<file path="src/rtl/sample_scheduler.sv">
// sample_scheduler: launches delays on the delay counter, then holds a sample
// request until the sensor reader acknowledges it, counting completed samples.
// Optional acknowledge-timeout/ERR handling is enabled by SAMPLE_TIMEOUT_EN.
module sample_scheduler #(
  parameter int unsigned DLY_W       = 3,
  parameter int unsigned CNT_W       = 8,
  parameter int unsigned ACK_TIMEOUT = 15
) (
  input  logic             clk,
  input  logic             rst,
  input  logic             enable,
  input  logic [DLY_W-1:0] period,
  input  logic             err_clr,
  output logic             delay_start,
  output logic [DLY_W-1:0] delay_len,
  input  logic             delay_done,
  output logic             sample_req,
  input  logic             sample_ack,
  output logic [CNT_W-1:0] sample_cnt,
  output logic             busy,
  output logic             timeout_err
);

  typedef enum logic [2:0] {
    ST_IDLE,
    ST_START,
    ST_WAIT_DLY,
    ST_REQ
`ifdef SAMPLE_TIMEOUT_EN
    , ST_ERR
`endif
  } state_e;

  state_e           state_q, state_d;
  logic [DLY_W-1:0] len_q, len_d;
  logic [CNT_W-1:0] cnt_q, cnt_d;
  logic             start_q, start_d;
  logic             req_q, req_d;
  logic             busy_q, busy_d;

`ifdef SAMPLE_TIMEOUT_EN
  localparam int unsigned WAIT_W = $clog2(ACK_TIMEOUT + 1);

  logic [WAIT_W-1:0] wait_q, wait_d;
  logic              err_q, err_d;
`endif

  // Next-state, latched length, sample count and next registered outputs
  always_comb begin
    state_d = state_q;
    len_d   = len_q;
    cnt_d   = cnt_q;
`ifdef SAMPLE_TIMEOUT_EN
    err_d   = err_q;
`endif
    case (state_q)
      ST_IDLE: begin
        if (enable) begin
          if (period != '0) begin
            len_d   = period;
            state_d = ST_START;
          end else begin
            state_d = ST_REQ;
          end
        end
      end
      ST_START: state_d = ST_WAIT_DLY;
      ST_WAIT_DLY: begin
        if (delay_done) state_d = ST_REQ;
      end
      ST_REQ: begin
        if (sample_ack) begin
          cnt_d = cnt_q + CNT_W'(1);
          if (enable) begin
            if (period != '0) begin
              len_d   = period;
              state_d = ST_START;
            end else begin
              state_d = ST_REQ;
            end
          end else begin
            state_d = ST_IDLE;
          end
        end
`ifdef SAMPLE_TIMEOUT_EN
        else if (wait_q == WAIT_W'(ACK_TIMEOUT - 1)) begin
          err_d   = 1'b1;
          state_d = ST_ERR;
        end
`endif
      end
`ifdef SAMPLE_TIMEOUT_EN
      ST_ERR: begin
        if (err_clr) begin
          err_d   = 1'b0;
          state_d = ST_IDLE;
        end
      end
`endif
      default: state_d = ST_IDLE;
    endcase

`ifdef SAMPLE_TIMEOUT_EN
    // Ack-wait count only advances while a request stays pending; any entry
    // into REQ (including back-to-back after an ack) restarts it from zero.
    if (state_q == ST_REQ && state_d == ST_REQ && !sample_ack) begin
      wait_d = wait_q + WAIT_W'(1);
    end else begin
      wait_d = '0;
    end
`endif

    start_d = (state_d == ST_START);
    req_d   = (state_d == ST_REQ);
    busy_d  = (state_d == ST_START) || (state_d == ST_WAIT_DLY) || (state_d == ST_REQ);
  end

  // State and output registers with synchronous reset
  always_ff @(posedge clk) begin
    if (rst) begin
      state_q <= ST_IDLE;
      len_q   <= '0;
      cnt_q   <= '0;
      start_q <= 1'b0;
      req_q   <= 1'b0;
      busy_q  <= 1'b0;
`ifdef SAMPLE_TIMEOUT_EN
      wait_q  <= '0;
      err_q   <= 1'b0;
`endif
    end else begin
      state_q <= state_d;
      len_q   <= len_d;
      cnt_q   <= cnt_d;
      start_q <= start_d;
      req_q   <= req_d;
      busy_q  <= busy_d;
`ifdef SAMPLE_TIMEOUT_EN
      wait_q  <= wait_d;
      err_q   <= err_d;
`endif
    end
  end

  assign delay_start = start_q;
  assign delay_len   = len_q;
  assign sample_req  = req_q;
  assign sample_cnt  = cnt_q;
  assign busy        = busy_q;

`ifdef SAMPLE_TIMEOUT_EN
  assign timeout_err = err_q;
`else
  // Without timeout support the flag never sets and the clear is meaningless.
  assign timeout_err = 1'b0;

  logic unused_ok;
  assign unused_ok = ^{err_clr, ACK_TIMEOUT};
`endif

endmodule

</file>
<file path="config.mk">
export PLATFORM = sky130hd
export DESIGN_NAME = sample_scheduler
export DESIGN_NICKNAME = d
export VERILOG_FILES = /design/src/rtl/sample_scheduler.sv
export SDC_FILE = /design/constraint.sdc
export NUM_CORES = 1
export LEC_CHECK = 0
export CORE_AREA = 2 2 39 41
export CTS_BUF_LIST = sky130_fd_sc_hd__clkbuf_4
export DETAILED_ROUTE_END_ITERATION = 12
export DIE_AREA = 0 0 41 43
export DONT_BUFFER_PORTS = 1
export PLACE_DENSITY = 0.73
export SLEW_MARGIN = 10
export SYNTH_ARGS = -nofsm -noshare
export SYNTH_HDL_FRONTEND = slang
export SYNTH_SLANG_ARGS = --single-unit
</file>
<file path="constraint.sdc">
create_clock -name clk -period 1.4 [get_ports clk]
set_input_delay 0.28 -clock clk [delete_from_list [all_inputs] [get_ports clk]]
set_output_delay 0.28 -clock clk [all_outputs]
set_load 0.005 [all_outputs]
</file>
==> impl_metrics.toml, run 1 <==
[clocking]
cts_tree = "built"
cts_root_buffer = "clkbuf_4"
cts.sinks = 17
insertion_delay_ns = 0.29
cts_inserted_buffers = 3
htreeDepth = 1
clock_path_buffers = 2
path_clk_slew_ns = 0.10

[sta]
period_minus_slack_ns = 1.39
finalClockSkew_ns = 0.00977
relSlewSlack_pct = 62.3
fin_crit_sh_pct = 99.1
hold_viol = 0
setup_slack_ns = 0.0126
fmax_ghz = 0.721
final_max_slew_viol_count = 0
worstMarginPinSlew_ns = 0.560
rsz0062_at_grt = "yes"
setup_viol = 0

[power]
power.internal_mw = 0.632
swShare_pct = 22.5
p_comb_share_pct = 6.4
p_clk_share_pct = 31.9
power_frac_seq_pct = 61.7
power_density_nw_per_um2 = 887
p_leak_nw = 0.341
switchingPower_mw = 0.183
peakVddDrop_v = 0.000566

[die]
die_height_um = 43
core-area_um2 = 1380
die-area_um2 = 1760
ios = 24
die_w_um = 41
row_count = 14
initial_utilization_pct = 55.6

[setup_path]
r2r-start = "state_q[2]$_SDFF_PP0_"
crit_arrival_ns = 1.57
ff2ff_setup_slack_ns = 0.01
critPathMaxStageDelay_ns = 0.36
crit_buf_inv = 0
crit_path_start = "state_q[2]$_SDFF_PP0_"
cp_data_required_time_ns = 1.58
r2r_cells = 3
path_cells = "nand4b_1, nor4_2, mux2_2"
critPathSlowestCell = "mux2_2"
endpoint = "sample_cnt[7]$_SDFFE_PP0P_"
path_depth = 3
start_kind = "flip-flop"
path_class = "reg -> reg"
critPathTopFamily = "simple AND/OR/NAND/NOR gates"
endpoint_kind = "flip-flop"
worstReg2RegEnd = "sample_cnt[7]$_SDFFE_PP0P_"
cp_max_fo = 5

[finish]
drive_gt1_share_pct = 34.0
layout_commonest_cell = "dfxtp_1"
area_growth_pct = 19.3
final_core_util_pct = 66.4
antenna_cells = 0
final_nets = 105
final_cell_mix = "13 x dfxtp_1, 11 x buf_4, 8 x nand2b_1"
final_cell_count_no_fill = 110

[global_route]
grt_usage_pct = 17.7
grt_max_degree = 20
grt_pass1_vias = 541
grt-ovfl-total = 0
grt_pass1_wl_um = 2150
antenna_found_initial = 0

[synthesis]
synth_area_um2 = 769
synth_top_area_cell = "dfxtp_1"
synthArstFlopShare_pct = 0
synth_cells = 82
yosys_most_used_dff = "dfxtp_1"
synth.distinct_cells = 31
synth-seq-cells = 17
synth_edf_count = 0
yosys.area.top_type_share_pct = 44.2
yosys-top-cells-area = "dfxtp_1 44%, nand2b_1 6.5%, mux2i_1 5.2%, nor2_1 3.4%, mux2_2 2.9%"
syn_avg_cell_area_um2 = 9.38
yosysSeqAreaShare_pct = 44.2
ys_warn_count = 0

[routing]
antenna_left = 0
firstDrtPassIters = 4
vias_per_cell = 5.69
wl_um = 1460
dr_total_vias = 626
wl_per_cell_um = 13.3
drt_iter0_drc = 10
drcViolationCount = 0

[job]
cap_violations = 0

[run_status]
status = "finished, final reports clean"

[placed_design]
gp_congestion = 0.731
io_buffers = 0
dp.cells = 104
dp_hpwl_um = 1040
place_ws_ns = -0.00387

[min_path]
hp-class = "in -> reg"
how the worst min path moves through the flow:
stage | from | endpoint | slack (ns) | cells after the start
6_report | rst | sample_cnt[4]$_SDFFE_PP0P_ | 0.03 | 1
5_1_grt | rst | sample_cnt[4]$_SDFFE_PP0P_ | 0.02 | 1
4_1_cts | rst | sample_cnt[2]$_SDFFE_PP0P_ | 0.03 | 1
3_5_place_dp | rst | sample_cnt[2]$_SDFFE_PP0P_ | 0.35 | 1
3_3_place_gp | rst | sample_cnt[4]$_SDFFE_PP0P_ | 0.35 | 1
2_1_floorplan | period[0] | delay_len[0]$_SDFFE_PP0P_ | 0.43 | 2
final cells by class:
class                   instances  area, um^2
repair buffers                 11        82.6
clock inverters                 1        5.00
well taps                      16        20.0
inverters                       3        11.3
multi-input cells              59         432
flip-flops and latches         17         345
fillers                       127         465
clock buffers                   3        22.5
cell families (layout without fill, tap and decap cells):
kind of cell,after synthesis,in the layout,synth area share [%]
xor gates and xnor gates,1,1,1.14
buffers and inverters,7,18,4.23
adders and majority gates,1,1,1.63
AOI/OAI and AO/OA,12,12,9.92
muxes,6,6,8.13
and+or+nand+nor,37,37,30.2
other,1,2,0.487
DFF,17,17,44.2
flip-flops by register name, summed over array words and instances (netlist names):
signal	flops
sample_req	1
state_q	3
sample_cnt	8
busy	1
delay_len	3
delay_start	1
power by group through the flow:
stage / Combinational [mW] / Clock [mW] / Sequential (mW)
after floorplan: 0.0457 / 0 / 0.514
after global placement: 0.0478 / 0 / 0.514
after detailed placement: 0.0492 / 0 / 0.514
after CTS: 0.0495 / 0.272 / 0.503
after global routing: 0.0579 / 0.291 / 0.505
final: 0.0521 / 0.260 / 0.503
metrics by stage:
stage	TNS, ns	total power [mW]	cell area, um^2	hold slack [ns]
global placement	0	0.561	840	0.351
finish	0	0.815	918	0.0321
detailed placement	-0.00387	0.563	840	0.354
CTS	0	0.824	867	0.0280
floorplan	0	0.560	773	0.435
global route	-0.361	0.854	918	0.0178
cell usage after synthesis (all sizes together), types with 2 or more instances:
cell	number
nor4	2
nand2b	8
o31ai	2
mux2	2
nand3	3
inv	3
nor3	3
or4	2
nor3b	2
nor2b	2
a21boi	2
buf	3
o21ai	3
a21oi	4
mux2i	4
nor2	7
dfxtp	17
nand2	2
or3	3
layer usage:
metal	vias to the layer above	track usage (%)	routed length (um)
met5	-	0	0
met4	0	12.0	18
met3	4	4.19	63
met2	14	24.4	769
met1	295	23.4	610
li1	313	-	-
what timing repair did:
item | CTS | global route
gates resized for setup | 0 | 14
setup endpoints to repair | 0 | 11
hold buffers | 0 | 0
buffers inserted | 0 | 2
Power figures use the tool's default switching activity.
==> run 2: changes to the inputs <==
- CELL_PAD_IN_SITES_DETAIL_PLACEMENT: unset -> 1
- CELL_PAD_IN_SITES_GLOBAL_PLACEMENT: unset -> 1
- CORE_AREA: 2 2 39 41 -> unset
- CORE_MARGIN: unset -> 2
- CORE_UTILIZATION: unset -> 47
- DIE_AREA: 0 0 41 43 -> unset
- PLACE_DENSITY: 0.73 -> unset
- PLACE_DENSITY_LB_ADDON: unset -> 0.1
==> run 2 against run 1 <==
- worst setup slack improved by 0.025 ns
- critical path type unchanged
- non-clock buffer count fell by 4
- clock skew fell by 0.0078 ns
- core utilization fell by 7.1 points
- cell count fell by 3.6%
- final area fell by 1.6%
==> impl_metrics.toml, run 2 (same netlist as run 1, synthesis figures left out) <==
[routing]
dr_total_vias = 619
antenna_left = 0
drt_iter0_drc = 7
wl_per_cell_um = 15.9
drcViolationCount = 0
vias_per_cell = 5.84
wl_um = 1690
firstDrtPassIters = 4

[finish]
area_growth_pct = 17.4
layout_commonest_cell = "dfxtp_1"
largest_register_ffs = 8
multi_input_area_um2 = 435
drive_gt1_share_pct = 30.0
final_cell_mix = "13 x dfxtp_1, 8 x nand2b_1, 7 x nor2_1"
antenna_cells = 0
regArea_um2 = 350
nFillCells = 182
final_nets = 101
final_core_util_pct = 59.3

[clocking]
cts_root_buffer = "clkbuf_4"
insertion_delay_ns = 0.28
cts_inserted_buffers = 3
path_clk_slew_ns = 0.10
cts_tree = "built"
cts.sinks = 17
hold_buffers = 0
htreeDepth = 1
clock_path_buffers = 2

[power]
switchingPower_mw = 0.184
power.total_mw = 0.832
peakVddDrop_v = 0.000512
power_density_nw_per_um2 = 921
p_clk_share_pct = 34.3
p_leak_nw = 0.324
p_comb_share_pct = 5.5
power_frac_seq_pct = 60.3
swShare_pct = 22.2
power.internal_mw = 0.647

[setup_path]
cp_data_required_time_ns = 1.63
path_class = "reg -> reg"
critPathSlowestCell = "or3_1"
crit_arrival_ns = 1.59
path_cells = "nand4b_1, buf_6, or3_1, a21oi_2"
cp_max_fo = 8
crit_buf_inv = 1
endpoint_kind = "flip-flop"
ff2ff_setup_slack_ns = 0.04
critPathMaxStageDelay_ns = 0.36
critPathTopFamily = "simple AND/OR/NAND/NOR gates"
r2r-start = "state_q[2]$_SDFF_PP0_"
worstReg2RegEnd = "sample_cnt[4]$_SDFFE_PP0P_"
start_kind = "flip-flop"
r2r_cells = 4

[global_route]
antenna_found_initial = 0
grt_pass1_wl_um = 2590
grt-ovfl-total = 0
grt_pass1_vias = 618
grt_usage_pct = 18.2
grt_max_degree = 20

[placed_design]
dp_hpwl_um = 1160
place_ws_ns = 0.0201
io_buffers = 0
gp_congestion = 0.752

[sta]
finalClockSkew_ns = 0.00196
final_max_slew_viol_count = 0
rsz0062_at_grt = "yes"
fmax_ghz = 0.734
period_minus_slack_ns = 1.36
fin_crit_sh_pct = 97.3
setup_viol = 0
setup_slack_ns = 0.0376
fin_tns_setup_ns = 0
hold_slack_ns = 0.0420
hold_viol = 0

[die]
row_count = 14
core-area_um2 = 1520
die_height_um = 44.5
initial_utilization_pct = 50.5
die_w_um = 44.5
die-area_um2 = 1980
ios = 24

[run_status]
status = "finished, final reports clean"

[job]
cap_violations = 0

[min_path]
hold_end = "sample_cnt[4]$_SDFFE_PP0P_"
hold_start = "rst"
min_path_cells = 1
hp-class = "in -> reg"
==> run 2: worst register-to-register path: stages, from the launching register on <==
cell	delay (ns)
dfxtp_1	0.32
nand4b_1	0.28
buf_6	0.21
or3_1	0.36
a21oi_2	0.14
==> run 2: power by group through the flow <==
stage	combinational (mW)	sequential, mW	clock, mW
2_1_floorplan	0.0457	0.514	0
3_3_place_gp	0.0437	0.515	0
3_5_place_dp	0.0448	0.515	0
4_1_cts	0.0449	0.505	0.289
5_1_grt	0.0508	0.503	0.312
6_report	0.0455	0.501	0.285
==> run 2: timing repair <==
action | in CTS | in global routing
gates resized for setup | 0 | 14
setup buffers | 0 | 1
setup endpoints to repair | 0 | 11
==> run 2: cell type report <==
| type | count | share of cell area (%) |
|---|---|---|
| multi-input combinational | 59 | 48.2 |
| sequential | 17 | 38.8 |
| timing repair buffer | 7 | 6.23 |
| clock buffer | 4 | 3.32 |
| tap | 16 | 2.22 |
| inverter | 3 | 1.25 |
==> run 2: metal layers <==
metal | track usage [%] | wire length [um] | up-vias
met1 | 23.6 | 766 | 303
met3 | 4.49 | 70 | 2
met2 | 27.5 | 837 | 14
met4 | 9.70 | 10 | 0
met5 | 0 | 0 | -
li1 | - | - | 300
==> run 2: stage by stage <==
stage	area [um^2]	cells
after floorplan	773	83
after global placement	817	101
after detailed placement	817	101
after CTS	847	105
after global routing	903	106
final	903	106
==> run 2: how the worst max path moves through the flow <==
stage | start | slack, ns | depth (start not counted) | end
6_report | state_q[2]$_SDFF_PP0_ | 0.04 | 4 | sample_cnt[4]$_SDFFE_PP0P_
5_1_grt | state_q[2]$_SDFF_PP0_ | -0.07 | 4 | sample_cnt[4]$_SDFFE_PP0P_
4_1_cts | state_q[1]$_SDFF_PP0_ | 0.002 | 3 | sample_cnt[7]$_SDFFE_PP0P_
3_5_place_dp | state_q[1]$_SDFF_PP0_ | 0.02 | 3 | sample_cnt[7]$_SDFFE_PP0P_
3_3_place_gp | state_q[1]$_SDFF_PP0_ | 0.06 | 3 | sample_cnt[7]$_SDFFE_PP0P_
2_1_floorplan | state_q[2]$_SDFF_PP0_ | 0.09 | 4 | sample_cnt[5]$_SDFFE_PP0P_
